===== src/rtl/clk_div_pkg.sv =====
// clk_div_pkg: shared widths and defaults for the clock divider bank
package clk_div_pkg;
  localparam int CH_MAX = 16;
  localparam int N_CH_DEF = 4;
  localparam int DIV_W_DEF = 32;
  localparam int DIV_RST_DEF = 8;
  function automatic int SEL_W(input int n);
    return n > 1 ? $clog2(n) : 1;
  endfunction
endpackage


===== src/rtl/clk_div_bank_if.sv =====
// clk_div_bank_if: enables, divisor write port and divided-clock outputs of the bank
interface clk_div_bank_if import clk_div_pkg::*; #(
  parameter int N_CH = N_CH_DEF,
  parameter int DIV_W = DIV_W_DEF
) ();
  localparam int SW = SEL_W(N_CH);
  logic [N_CH-1:0] en;
  logic div_we;
  logic [SW-1:0] div_sel;
  logic [DIV_W-1:0] div_data;
  logic [N_CH-1:0] clk_o;
  logic [N_CH-1:0] tick_o;
  logic [N_CH-1:0] div_pend;
  modport master (output en, div_we, div_sel, div_data, input clk_o, tick_o, div_pend);
  modport slave (input en, div_we, div_sel, div_data, output clk_o, tick_o, div_pend);
endinterface


===== src/rtl/clk_div_chan.sv =====
// clk_div_chan: one divider channel; CLK_DIV_SHADOW_EN defers retunes to the next wrap
module clk_div_chan import clk_div_pkg::*; #(
  parameter int DIV_W = DIV_W_DEF,
  parameter int DIV_RST = DIV_RST_DEF
) (
  input  logic clk,
  input  logic rst,
  input  logic en_i,
  input  logic we_i,
  input  logic [DIV_W-1:0] data_i,
  output logic clk_o,
  output logic tick_o,
  output logic pend_o
);
  logic [DIV_W-1:0] cnt_q, cnt_d, div_q, div_d;
  logic clk_q, clk_d, tick_q, tick_d, wrap;
  assign wrap = en_i && cnt_q >= div_q;
`ifdef CLK_DIV_SHADOW_EN
  logic [DIV_W-1:0] shd_q, shd_d;
  logic pend_q, pend_d;
  always_comb begin
    cnt_d = wrap ? '0 : cnt_q + DIV_W'(en_i);
    clk_d = clk_q ^ wrap;
    tick_d = wrap;
    div_d = wrap && pend_q ? shd_q : div_q;
    shd_d = we_i ? data_i : shd_q;
    pend_d = we_i || (pend_q && !wrap);
  end
  always_ff @(posedge clk) begin
    if (rst) begin
      shd_q <= DIV_W'(DIV_RST);
      pend_q <= 1'b0;
    end else begin
      shd_q <= shd_d;
      pend_q <= pend_d;
    end
  end
  assign pend_o = pend_q;
`else
  always_comb begin
    cnt_d = we_i || wrap ? '0 : cnt_q + DIV_W'(en_i);
    clk_d = clk_q ^ (wrap && !we_i);
    tick_d = wrap && !we_i;
    div_d = we_i ? data_i : div_q;
  end
  assign pend_o = 1'b0;
`endif
  always_ff @(posedge clk) begin
    if (rst) begin
      cnt_q <= '0;
      div_q <= DIV_W'(DIV_RST);
      clk_q <= 1'b0;
      tick_q <= 1'b0;
    end else begin
      cnt_q <= cnt_d;
      div_q <= div_d;
      clk_q <= clk_d;
      tick_q <= tick_d;
    end
  end
  assign clk_o = clk_q;
  assign tick_o = tick_q;
endmodule


===== src/rtl/clk_div_bank.sv =====
// clk_div_bank: N_CH programmable clock dividers; CLK_DIV_SHADOW_EN selects glitch-free retune
module clk_div_bank import clk_div_pkg::*; #(
  parameter int N_CH = N_CH_DEF,
  parameter int DIV_W = DIV_W_DEF,
  parameter int DIV_RST = DIV_RST_DEF
) (
  input logic clk,
  input logic rst,
  clk_div_bank_if.slave bus
);
  localparam int SW = SEL_W(N_CH);
  logic [N_CH-1:0] we, clk_v, tick_v, pend_v;
  for (genvar i = 0; i < N_CH; i++) begin : g_ch
    assign we[i] = bus.div_we && bus.div_sel == SW'(i);
    clk_div_chan #(.DIV_W(DIV_W), .DIV_RST(DIV_RST)) u_chan (
      .clk(clk),
      .rst(rst),
      .en_i(bus.en[i]),
      .we_i(we[i]),
      .data_i(bus.div_data),
      .clk_o(clk_v[i]),
      .tick_o(tick_v[i]),
      .pend_o(pend_v[i])
    );
  end
  assign bus.clk_o = clk_v;
  assign bus.tick_o = tick_v;
  assign bus.div_pend = pend_v;
endmodule


===== src/flat_wrapper.sv =====
// flat-port wrapper written by rule: the top's interface ports become plain ports
module clk_div_bank_flat import clk_div_pkg::*;
#(
  parameter int N_CH = N_CH_DEF,
  parameter int DIV_W = DIV_W_DEF,
  parameter int DIV_RST = DIV_RST_DEF
)
  (clk, rst, bus_en, bus_div_we, bus_div_sel, bus_div_data, bus_clk_o, bus_tick_o, bus_div_pend);
  clk_div_bank_if #(.N_CH(N_CH), .DIV_W(DIV_W)) bus_i ();
  input logic clk;
  input logic rst;
  input wire logic [$bits(bus_i.en)-1:0] bus_en;
  input wire logic [$bits(bus_i.div_we)-1:0] bus_div_we;
  input wire logic [$bits(bus_i.div_sel)-1:0] bus_div_sel;
  input wire logic [$bits(bus_i.div_data)-1:0] bus_div_data;
  output wire logic [$bits(bus_i.clk_o)-1:0] bus_clk_o;
  output wire logic [$bits(bus_i.tick_o)-1:0] bus_tick_o;
  output wire logic [$bits(bus_i.div_pend)-1:0] bus_div_pend;
  assign bus_i.en = bus_en;
  assign bus_i.div_we = bus_div_we;
  assign bus_i.div_sel = bus_div_sel;
  assign bus_i.div_data = bus_div_data;
  assign bus_clk_o = bus_i.clk_o;
  assign bus_tick_o = bus_i.tick_o;
  assign bus_div_pend = bus_i.div_pend;
  clk_div_bank #(.N_CH(N_CH), .DIV_W(DIV_W), .DIV_RST(DIV_RST)) u_core (.clk(clk), .rst(rst), .bus(bus_i));
endmodule

===== config.mk =====
export PLATFORM = sky130hd
export DESIGN_NAME = clk_div_bank_flat
export DESIGN_NICKNAME = d
export VERILOG_FILES = /design/src/rtl/clk_div_pkg.sv /design/src/rtl/clk_div_bank_if.sv /design/src/rtl/clk_div_chan.sv /design/src/rtl/clk_div_bank.sv /design/src/flat_wrapper.sv
export SDC_FILE = /design/constraint.sdc
export NUM_CORES = 1
export LEC_CHECK = 0
export CELL_PAD_IN_SITES_DETAIL_PLACEMENT = 0
export CELL_PAD_IN_SITES_GLOBAL_PLACEMENT = 1
export CORE_MARGIN = 2
export CORE_UTILIZATION = 40
export CTS_BUF_LIST = sky130_fd_sc_hd__clkbuf_16
export DETAILED_ROUTE_END_ITERATION = 12
export PLACE_DENSITY_LB_ADDON = 0.3
export SLEW_MARGIN = 20
export SYNTH_ARGS = -nofsm -noshare
export SYNTH_HDL_FRONTEND = slang
export SYNTH_SLANG_ARGS = --single-unit

===== constraint.sdc =====
create_clock -name clk -period 2.1 [get_ports clk]
set_input_delay 0.21 -clock clk [delete_from_list [all_inputs] [get_ports clk]]
set_output_delay 0.21 -clock clk [all_outputs]
set_load 0.03 [all_outputs]

# Word-level counts from Yosys, hierarchy flattened
# Index checks and enable logic that the tools add are counted.
word_totals:
  ff_bits: 264
  inputBits: 41
  output_inout_bits: 12
  elab_cells: 56
classes:
  add_sub_neg: 4
  magnitude_cmp: 4
  eq_ne: 3
  bitwise: 4
  reduce_logical: 25
op_table:
  columns: ["op", "n"]
  rows:
  - ["$add A32 B1 Y32", 4]
  - ["$ge A32 B32 Y1", 4]
  - ["$logic_and A1 B1 Y1", 12]
  - ["$reduce_or A2 Y1", 4]
  - ["$eq A2 B2 Y1 const B", 2]
  - ["$logic_not A1 Y1", 4]
  - ["$logic_or A1 B1 Y1", 4]
  - ["$xor A1 B1 Y1", 4]
  - ["$eq A2 B1 Y1 const B", 1]
  - ["$logic_not A2 Y1", 1]

# Longest topological paths before layout
# Gate-level depths: netlist (run 1).
depth:
  depth_word: 5
  depth_mapped: 9
  depth_no_buf: 8

# By module
# Synthesis (run 1) repeated with hierarchy kept, for this count alone.
hier_totals:
  cells_unflattened: 1577
  area_unflattened_um2: 14086.0
modules_own_cells:
  columns: ["module", "n_inst", "cells_per_inst", "area_per_inst_um2", "seq_area_each_um2"]
  rows:
  - ["clk_div_chan at u_core.g_ch[0].u_chan ...", 3, 395, 3518.4, 1321.3]
  - ["clk_div_chan at u_core.g_ch[2].u_chan", 1, 388, 3493.4, 1321.3]
  - ["clk_div_bank", 1, 4, 37.5, 0.0]

# Worst setup path before layout (run 1)
# OpenSTA, ideal clock, no wires.
synth_path:
  path_type: "register -> register"
  startpoint: "register u_core.g_ch[0].u_chan.cnt_q[15]"
  endpoint: "register u_core.g_ch[0].u_chan.clk_q"
  setup_time_ns: 0.123
  arrival_ns: 2.083
  required_time_ns: 1.977
  slack_ns: -0.107
  path_stages_with_launch: 8
  n_path_buf: 0
  period_less_slack_ns: 2.207
  path_cell_list: "dfxtp_1 -> ha_1 -> nand4_1 -> or3_1 -> a2111oi_2 -> o31ai_2 -> a211oi_2 -> mux2_1"
synth_between:
  elab_chain_cells: 4
synth_rtl:
  columns: ["item", "line_no", "text"]
  rows:
  - ["from (decl)", "clk_div_chan.sv:15", "logic [DIV_W-1:0] cnt_q, cnt_d, div_q, div_d;"]
  - ["from (signal assigned)", "clk_div_chan.sv:55", "cnt_q <= cnt_d;"]
  - ["$ge A32 B32 Y1", "clk_div_chan.sv:17", "assign wrap = en_i && cnt_q >= div_q;"]
  - ["$logic_and A1 B1 Y1", "clk_div_chan.sv:17", null]
  - ["$logic_and A1 B1 Y1", "clk_div_chan.sv:42", "clk_d = clk_q ^ (wrap && !we_i);"]
  - ["$xor A1 B1 Y1", "clk_div_chan.sv:42", null]
  - ["to (signal assigned)", "clk_div_chan.sv:57", "clk_q <= clk_d;"]
  - ["to (decl)", "clk_div_chan.sv:16", "logic clk_q, clk_d, tick_q, tick_d, wrap;"]
# Every way passes these cells.
# A chain may end at the register's enable or synchronous reset.

# Worst setup path after layout (run 1)
layout_path:
  startpoint: "register u_core.g_ch[0].u_chan.div_q[13]"
  endpoint: "register u_core.g_ch[0].u_chan.clk_q"
layout_between:
  elab_chain_cells: 4
layout_rtl:
  columns: ["item", "line_no", "text"]
  rows:
  - ["from (decl)", "clk_div_chan.sv:15", null]
  - ["from (signal assigned)", "clk_div_chan.sv:51", "div_q <= DIV_W'(DIV_RST);"]
  - ["from (signal assigned)", "clk_div_chan.sv:56", "div_q <= div_d;"]
  - ["$ge A32 B32 Y1", "clk_div_chan.sv:17", null]
  - ["$logic_and A1 B1 Y1", "clk_div_chan.sv:17", null]
  - ["$logic_and A1 B1 Y1", "clk_div_chan.sv:42", null]
  - ["$xor A1 B1 Y1", "clk_div_chan.sv:42", null]
# Every way passes these cells.

==> results of run 1 <==
state kept, by name, indices dropped and copies added, names as in the netlist:
register,cells
u_core.g_ch.u_chan.clk_o,4
u_core.g_ch.u_chan.cnt_q,128
u_core.g_ch.u_chan.div_q,128
u_core.g_ch.u_chan.tick_o,4
layout by cell type, fill, tap and decap left out, types with 11 or more instances in the layout:
cell type / n
a21oi_1: 171
inv_1: 134
dfxtp_2: 43
xnor2_1: 36
buf_4: 174
ha_4: 28
clkdlybuf4s50_1: 47
nor2_4: 65
dfxtp_1: 221
nand4_1: 48
nand2_1: 333
buf_12: 11
o21ai_0: 18
nor2_1: 92
and4_1: 11
ha_1: 108
xor2_1: 84
clkbuf_16: 36
nand3_1: 46
and3_1: 19
inv_2: 21
area by class of cell:
type,count,share of cell area
Inverter,149,0.03055
Clock inverter,25,0.01012
Clock buffer,31,0.04238
Multi-Input combinational cell,1196,0.4697
Tap cell,448,0.03062
Timing Repair Buffer,246,0.1250
Sequential cell,264,0.2916
what timing repair did:
action | 4_1_cts | 5_1_grt
hold buffers | 0 | 0
resized for setup | 132 | 148
buffers inserted | 16 | 13
pin swaps | 66 | 72
setup endpoints to repair | 136 | 136
cloned | 5 | 6
endpoints found under the hold margin | 0 | 0
worst reg2reg max path: cells and delay by family, from the launching register on:
kind / cells / cell delay [ns]
AOI/OAI and AO/OA: 3 / 0.66
adders and majority gates: 1 / 0.25
buffers and inverters: 1 / 0.04
DFF: 1 / 0.33
muxes: 1 / 0.35
and+or+nand+nor: 2 / 0.57
power breakdown:
part / internal [mW] / leakage [nW] / switching, mW
logic: 0.535 / 4.35 / 0.710
clock network: 3.01 / 0.496 / 2.10
registers: 5.11 / 2.16 / 0.0571
layer usage:
metal | global-route usage | vias to the layer above | share of wire
met5 | 0 | - | 0
met1 | 0.2693 | 5529 | 0.46
met4 | 0.04657 | 0 | 0.021
met2 | 0.3518 | 193 | 0.48
li1 | - | 5986 | -
met3 | 0.02775 | 46 | 0.036
worst max path at each step:
| stage | start | endpoint |
|---|---|---|
| after CTS | u_core.g_ch[0].u_chan.cnt_q[0]$_SDFF_PP0_ | u_core.g_ch[0].u_chan.cnt_q[14]$_SDFF_PP0_ |
| after floorplan | u_core.g_ch[1].u_chan.div_q[15]$_SDFFE_PP0P_ | u_core.g_ch[1].u_chan.clk_o$_SDFF_PP0_ |
| after global routing | u_core.g_ch[0].u_chan.div_q[13]$_SDFFE_PP0P_ | u_core.g_ch[0].u_chan.clk_o$_SDFF_PP0_ |
| after detailed placement | u_core.g_ch[1].u_chan.div_q[14]$_SDFFE_PP0P_ | u_core.g_ch[1].u_chan.clk_o$_SDFF_PP0_ |
| final | u_core.g_ch[0].u_chan.div_q[13]$_SDFFE_PP0P_ | u_core.g_ch[0].u_chan.clk_o$_SDFF_PP0_ |
| after global placement | u_core.g_ch[0].u_chan.cnt_q[0]$_SDFF_PP0_ | u_core.g_ch[0].u_chan.clk_o$_SDFF_PP0_ |
logic make-up (layout without fill, tap and decap cells):
| logic type | count (synthesis) | in the layout | synth area share |
|---|---|---|---|
| other cells | 1 | 4 | 0.0002749 |
| xor+xnor | 120 | 120 | 0.07705 |
| fa+ha+maj | 136 | 136 | 0.1247 |
| mux | 4 | 4 | 0.003302 |
| simple gates | 690 | 690 | 0.2263 |
| compound gates | 242 | 242 | 0.1118 |
| flops | 264 | 264 | 0.3875 |
| buf+inv | 222 | 451 | 0.06907 |
synthesized netlist by cell type (7+ instances only):
cell	instances	area (um^2)
nor4_1	8	50.05
xor2_1	84	735.7
xnor2_1	36	315.3
ha_1	136	1702
buf_2	7	35.03
and4_1	13	113.9
a21oi_1	175	875.8
clkbuf_1	39	146.4
o21ai_0	21	105.1
nand4_1	48	300.3
nor2b_1	9	56.30
dfxtp_1	264	5285
inv_1	149	559.3
and2_1	7	43.79
nor2_1	167	626.9
nand3_1	47	235.2
nor3_1	13	65.06
and3_1	20	125.1
nand2_1	333	1250
buf_4	16	120.1
through the flow:
stage	hold slack, ns	setup WS [ns]	cells
after global placement	0.4429	-0.1756	2270
after CTS	0.1380	-0.1704	2345
after floorplan	0.3278	-0.06225	1682
after detailed placement	0.4428	-0.2211	2270
final	0.1624	-0.2240	2359
after global routing	0.1680	-0.2957	2359
==> results.cfg, run 1 <==
[cells_and_area]
final_area_um2 = 18310
multi_input_area_um2 = 8598
regArea_um2 = 5339
drive_gt1_frac = 0.2454
final_util = 0.5459
area_growth_pct = 34.20
antennaDiodeCount = 0
layout.nets = 2064
fill_cells = 3150

[synthesis]
synth-edff-count = 0
syn_inst = 1679
ys_types = 62
syn_area_um2 = 13640
synth_warnings = 0
synthFlopType = dfxtp_1
synthArstFlopShare = 0
yosysSeqAreaShare = 0.3875
ys_seq_elements = 264
syn_area_per_cell_um2 = 8.124

[global_route]
antenna_found_initial = 0
grt_pass1_vias = 11540
grt_use_total = 0.2036
grt_max_degree = 49
grt-ovfl-total = 0
grt_pass1_wl_um = 58350

[place]
io_buffers = 48
gp_congestion = 0.8341
dp_hpwl_um = 25820
placed_area_um2 = 15710

[floorplan]
core_um2 = 33530
floorplan.initialDensity = 0.4068
die_x_um = 188.7
die_area_um2 = 35590
die_y_um = 188.7
rows = 67
io_pins = 53

[route]
dr_total_vias = 11750
drtAntennaViolNets = 0
drt_wl_total_um = 37210
drt_iter0_drc = 496
wl_per_cell_um = 15.77
viasPerCell = 4.983
drtPass1Iterations = 6
drc = 0

[cts]
cts_tree = yes
clk_latency_ns = 0.55
clkTransAtPathRegs_ns = 0.06
cts-buffers-inserted = 30
cts-root-buf = clkbuf_16
clock-sinks = 264
max-clock-path-buffers = 3
htree_levels = 1

[sta]
fin_ws_ns = -0.2240
relSlewSlack = 0.5835
finalHoldViolCount = 0
fin_tns_setup_ns = -19.85
clock-skew-final_ns = 0.01258
fin_crit_sh = 1.107
fin_crit_ns = 2.324
worst_pin_slew_ns = 0.6183
fmax_mhz = 430.3
finalSetupViolCount = 132
drv_slew = 0
rsz0062_at_grt = yes

[setup_path]
crit_path_start_kind = flop
path_depth = 8
cp_slowest_cell = or3_4
path_max_fanout = 2
r2r_cells = 8
arrival_ns = 2.76
crit_required_ns = 2.53
cp-end-kind = flop
reg2reg_to = u_core.g_ch[0].u_chan.clk_o$_SDFF_PP0_
critPathKind = flop to flop
rr_startpoint = u_core.g_ch[0].u_chan.div_q[13]$_SDFFE_PP0P_
slowest_delay_ns = 0.44
crit_buf_inv = 1
cp_top_family = compound AO/OA/AOI/OAI gates
crit_chain = inv_2 > ha_4 > nand4_1 > or3_4 > a2111oi_4 > o31ai_2 > a211oi_2 > mux2_1
rrSetupSlack_ns = -0.22

[hold_path]
min_to = u_core.g_ch[2].u_chan.div_q[2]$_SDFFE_PP0P_
hp-start = rst
hold_path_depth = 2
hold_path_class = primary input to flop

[pwr]
total_power_mw = 11.53
static-leakage-power_nw = 7.007
irDropWorstVdd_uv = 706.3
power_per_cell_area_nw_per_um2 = 629.7

[flow_run]
drv_cap = 0

[run_status]
status = finished, violations left
violations = setup timing
No activity file was read; power rests on OpenSTA's default activity.
==> run 2, diff against run 1 <==
CORE_UTILIZATION = 42   (was 40)
SLEW_MARGIN = 0   (was 20)
==> results.cfg, run 2 (synthesized netlist as in run 1, its figures left out) <==
[pwr]
power_frac_seq = 0.464
p_int_mw = 8.285
switching_share = 0.2562
static-leakage-power_nw = 6.999
total_power_mw = 11.14
combPwrFrac = 0.116
irDropWorstVdd_uv = 576.8
power_per_cell_area_nw_per_um2 = 608.1
switching_power_mw = 2.854
clockPowerShare = 0.420

[cells_and_area]
final_cell_mix = nand2_1, dfxtp_1, buf_4
area_growth_pct = 34.29
layout.cells.non_filler = 2349
drive_gt1_frac = 0.2612
fill_cells = 2942
antennaDiodeCount = 0
layout_commonest_cell = nand2_1
layout.nets = 2069
top_regs = u_core.g_ch.u_chan.cnt_q: 128 flops, u_core.g_ch.u_chan.div_q: 128 flops

[setup_path]
cp-end-kind = flop
rr_startpoint = u_core.g_ch[2].u_chan.div_q[10]$_SDFFE_PP0P_
critPathKind = flop to flop
reg2reg_to = u_core.g_ch[2].u_chan.cnt_q[13]$_SDFF_PP0_
crit_required_ns = 2.55
path_max_fanout = 8
rrSetupSlack_ns = -0.24
r2r_cells = 11
arrival_ns = 2.79
crit_path_start_kind = flop

[run_status]
violations = setup timing
status = finished, violations left

[hold_path]
hold_path_class = primary input to flop
hp-start = rst
hold_path_depth = 2
min_to = u_core.g_ch[3].u_chan.div_q[11]$_SDFFE_PP0P_

[route]
viasPerCell = 5.013
dr_total_vias = 11780
wl_per_cell_um = 15.79
drtPass1Iterations = 5
drc = 0
drtAntennaViolNets = 0
drt_iter0_drc = 644
drt_wl_total_um = 37090

[global_route]
globalRouteMet1Util = 0.2727
antenna_found_initial = 0
grt_pass1_wl_um = 58050
gr-max-usage-layer = met2
grt_max_degree = 45
grt-ovfl-total = 0
use_met3 = 0.03557
grt_pass1_vias = 11590
grt_use_total = 0.2155
use_met2 = 0.3858

[sta]
fin_crit_ns = 2.338
worst_pin_slew_ns = 0.6111
relSlewSlack = 0.5883
fin_tns_setup_ns = -22.44
drv_slew = 0
clock-skew-final_ns = 0.02047
worst_hold_slack_ns = 0.1597
fin_crit_sh = 1.113
finalSetupViolCount = 134
rsz0062_at_grt = yes
fmax_mhz = 427.7
fin_ws_ns = -0.2383
finalHoldViolCount = 0

[floorplan]
io_pins = 53
die_x_um = 184.2
die_area_um2 = 33940
core_um2 = 31800
floorplan.initialDensity = 0.4290
rows = 65
die_y_um = 184.2

[cts]
clock-sinks = 264
cts-buffers-inserted = 29
clkTransAtPathRegs_ns = 0.06
max-clock-path-buffers = 3
htree_levels = 1
cts_hold_buf = 0
clk_latency_ns = 0.56
cts-root-buf = clkbuf_16
cts_tree = yes

[place]
gp_congestion = 0.8103
post-place-cells = 2260
dp_hpwl_um = 25500
io_buffers = 48

[flow_run]
drv_cap = 0
## run 2: area by class of cell
type	count	area, um^2	share of cell area
inverters	149	559.3	0.03053
flip-flops and latches	264	5358	0.2925
clock buffers	29	725.7	0.03962
multi-input cells	1196	8636	0.4714
well taps	435	544.3	0.02971
clock inverters	24	123.9	0.006762
repair buffers	252	2371	0.1294
## run 2: stage by stage
step	util	area [um^2]	setup slack (ns)
2_1_floorplan	-	13690	-0.06225
3_3_place_gp	0.4941	15710	-0.1860
3_5_place_dp	0.4941	15710	-0.2516
4_1_cts	0.5558	17670	-0.1541
5_1_grt	0.5760	18320	-0.3443
6_report	0.5760	18320	-0.2383
## run 2: how the worst max path moves through the flow
stage	from	endpoint	slack, ns	cells after the start
3_3_place_gp	u_core.g_ch[0].u_chan.cnt_q[0]$_SDFF_PP0_	u_core.g_ch[0].u_chan.cnt_q[14]$_SDFF_PP0_	-0.19	9
5_1_grt	u_core.g_ch[2].u_chan.div_q[30]$_SDFFE_PP0P_	u_core.g_ch[2].u_chan.cnt_q[3]$_SDFF_PP0_	-0.34	11
2_1_floorplan	u_core.g_ch[1].u_chan.div_q[15]$_SDFFE_PP0P_	u_core.g_ch[1].u_chan.clk_o$_SDFF_PP0_	-0.06	8
6_report	u_core.g_ch[2].u_chan.div_q[10]$_SDFFE_PP0P_	u_core.g_ch[2].u_chan.cnt_q[13]$_SDFF_PP0_	-0.24	11
3_5_place_dp	u_core.g_ch[0].u_chan.cnt_q[0]$_SDFF_PP0_	u_core.g_ch[0].u_chan.cnt_q[8]$_SDFF_PP0_	-0.25	9
4_1_cts	u_core.g_ch[0].u_chan.div_q[14]$_SDFFE_PP0P_	u_core.g_ch[0].u_chan.clk_o$_SDFF_PP0_	-0.15	8
## run 2: power groups by stage
stage / combinational (mW) / sequential, mW / clock (mW)
global route: 1.40 / 5.18 / 5.01
global placement: 0.934 / 5.27 / 0
floorplan: 0.552 / 5.25 / 0
finish: 1.29 / 5.17 / 4.68
CTS: 1.16 / 5.17 / 4.80
detailed placement: 0.951 / 5.27 / 0
## run 2: layer usage
metal | wire [um] | vias up
met5 | 0 | -
met4 | 635 | 0
met3 | 2077 | 42
met2 | 18330 | 197
met1 | 16040 | 5554
li1 | - | 5982
## run 2: worst max-delay path, stage by stage (launching register included)
cell	delay (ns)
dfxtp_2	0.33
inv_2	0.05
ha_4	0.26
and4_4	0.25
buf_6	0.10
nand3_2	0.08
a221o_1	0.32
a31oi_2	0.21
a2111o_1	0.27
buf_6	0.14
clkbuf_16	0.18
nor2_1	0.05
## run 2: repair_timing
item / in CTS / in global routing
cloned: 7 / 2
pin swaps: 69 / 62
gates resized for setup: 164 / 154
endpoints found under the hold margin: 0 / 0
setup endpoints to repair: 136 / 136
buffers inserted: 19 / 15
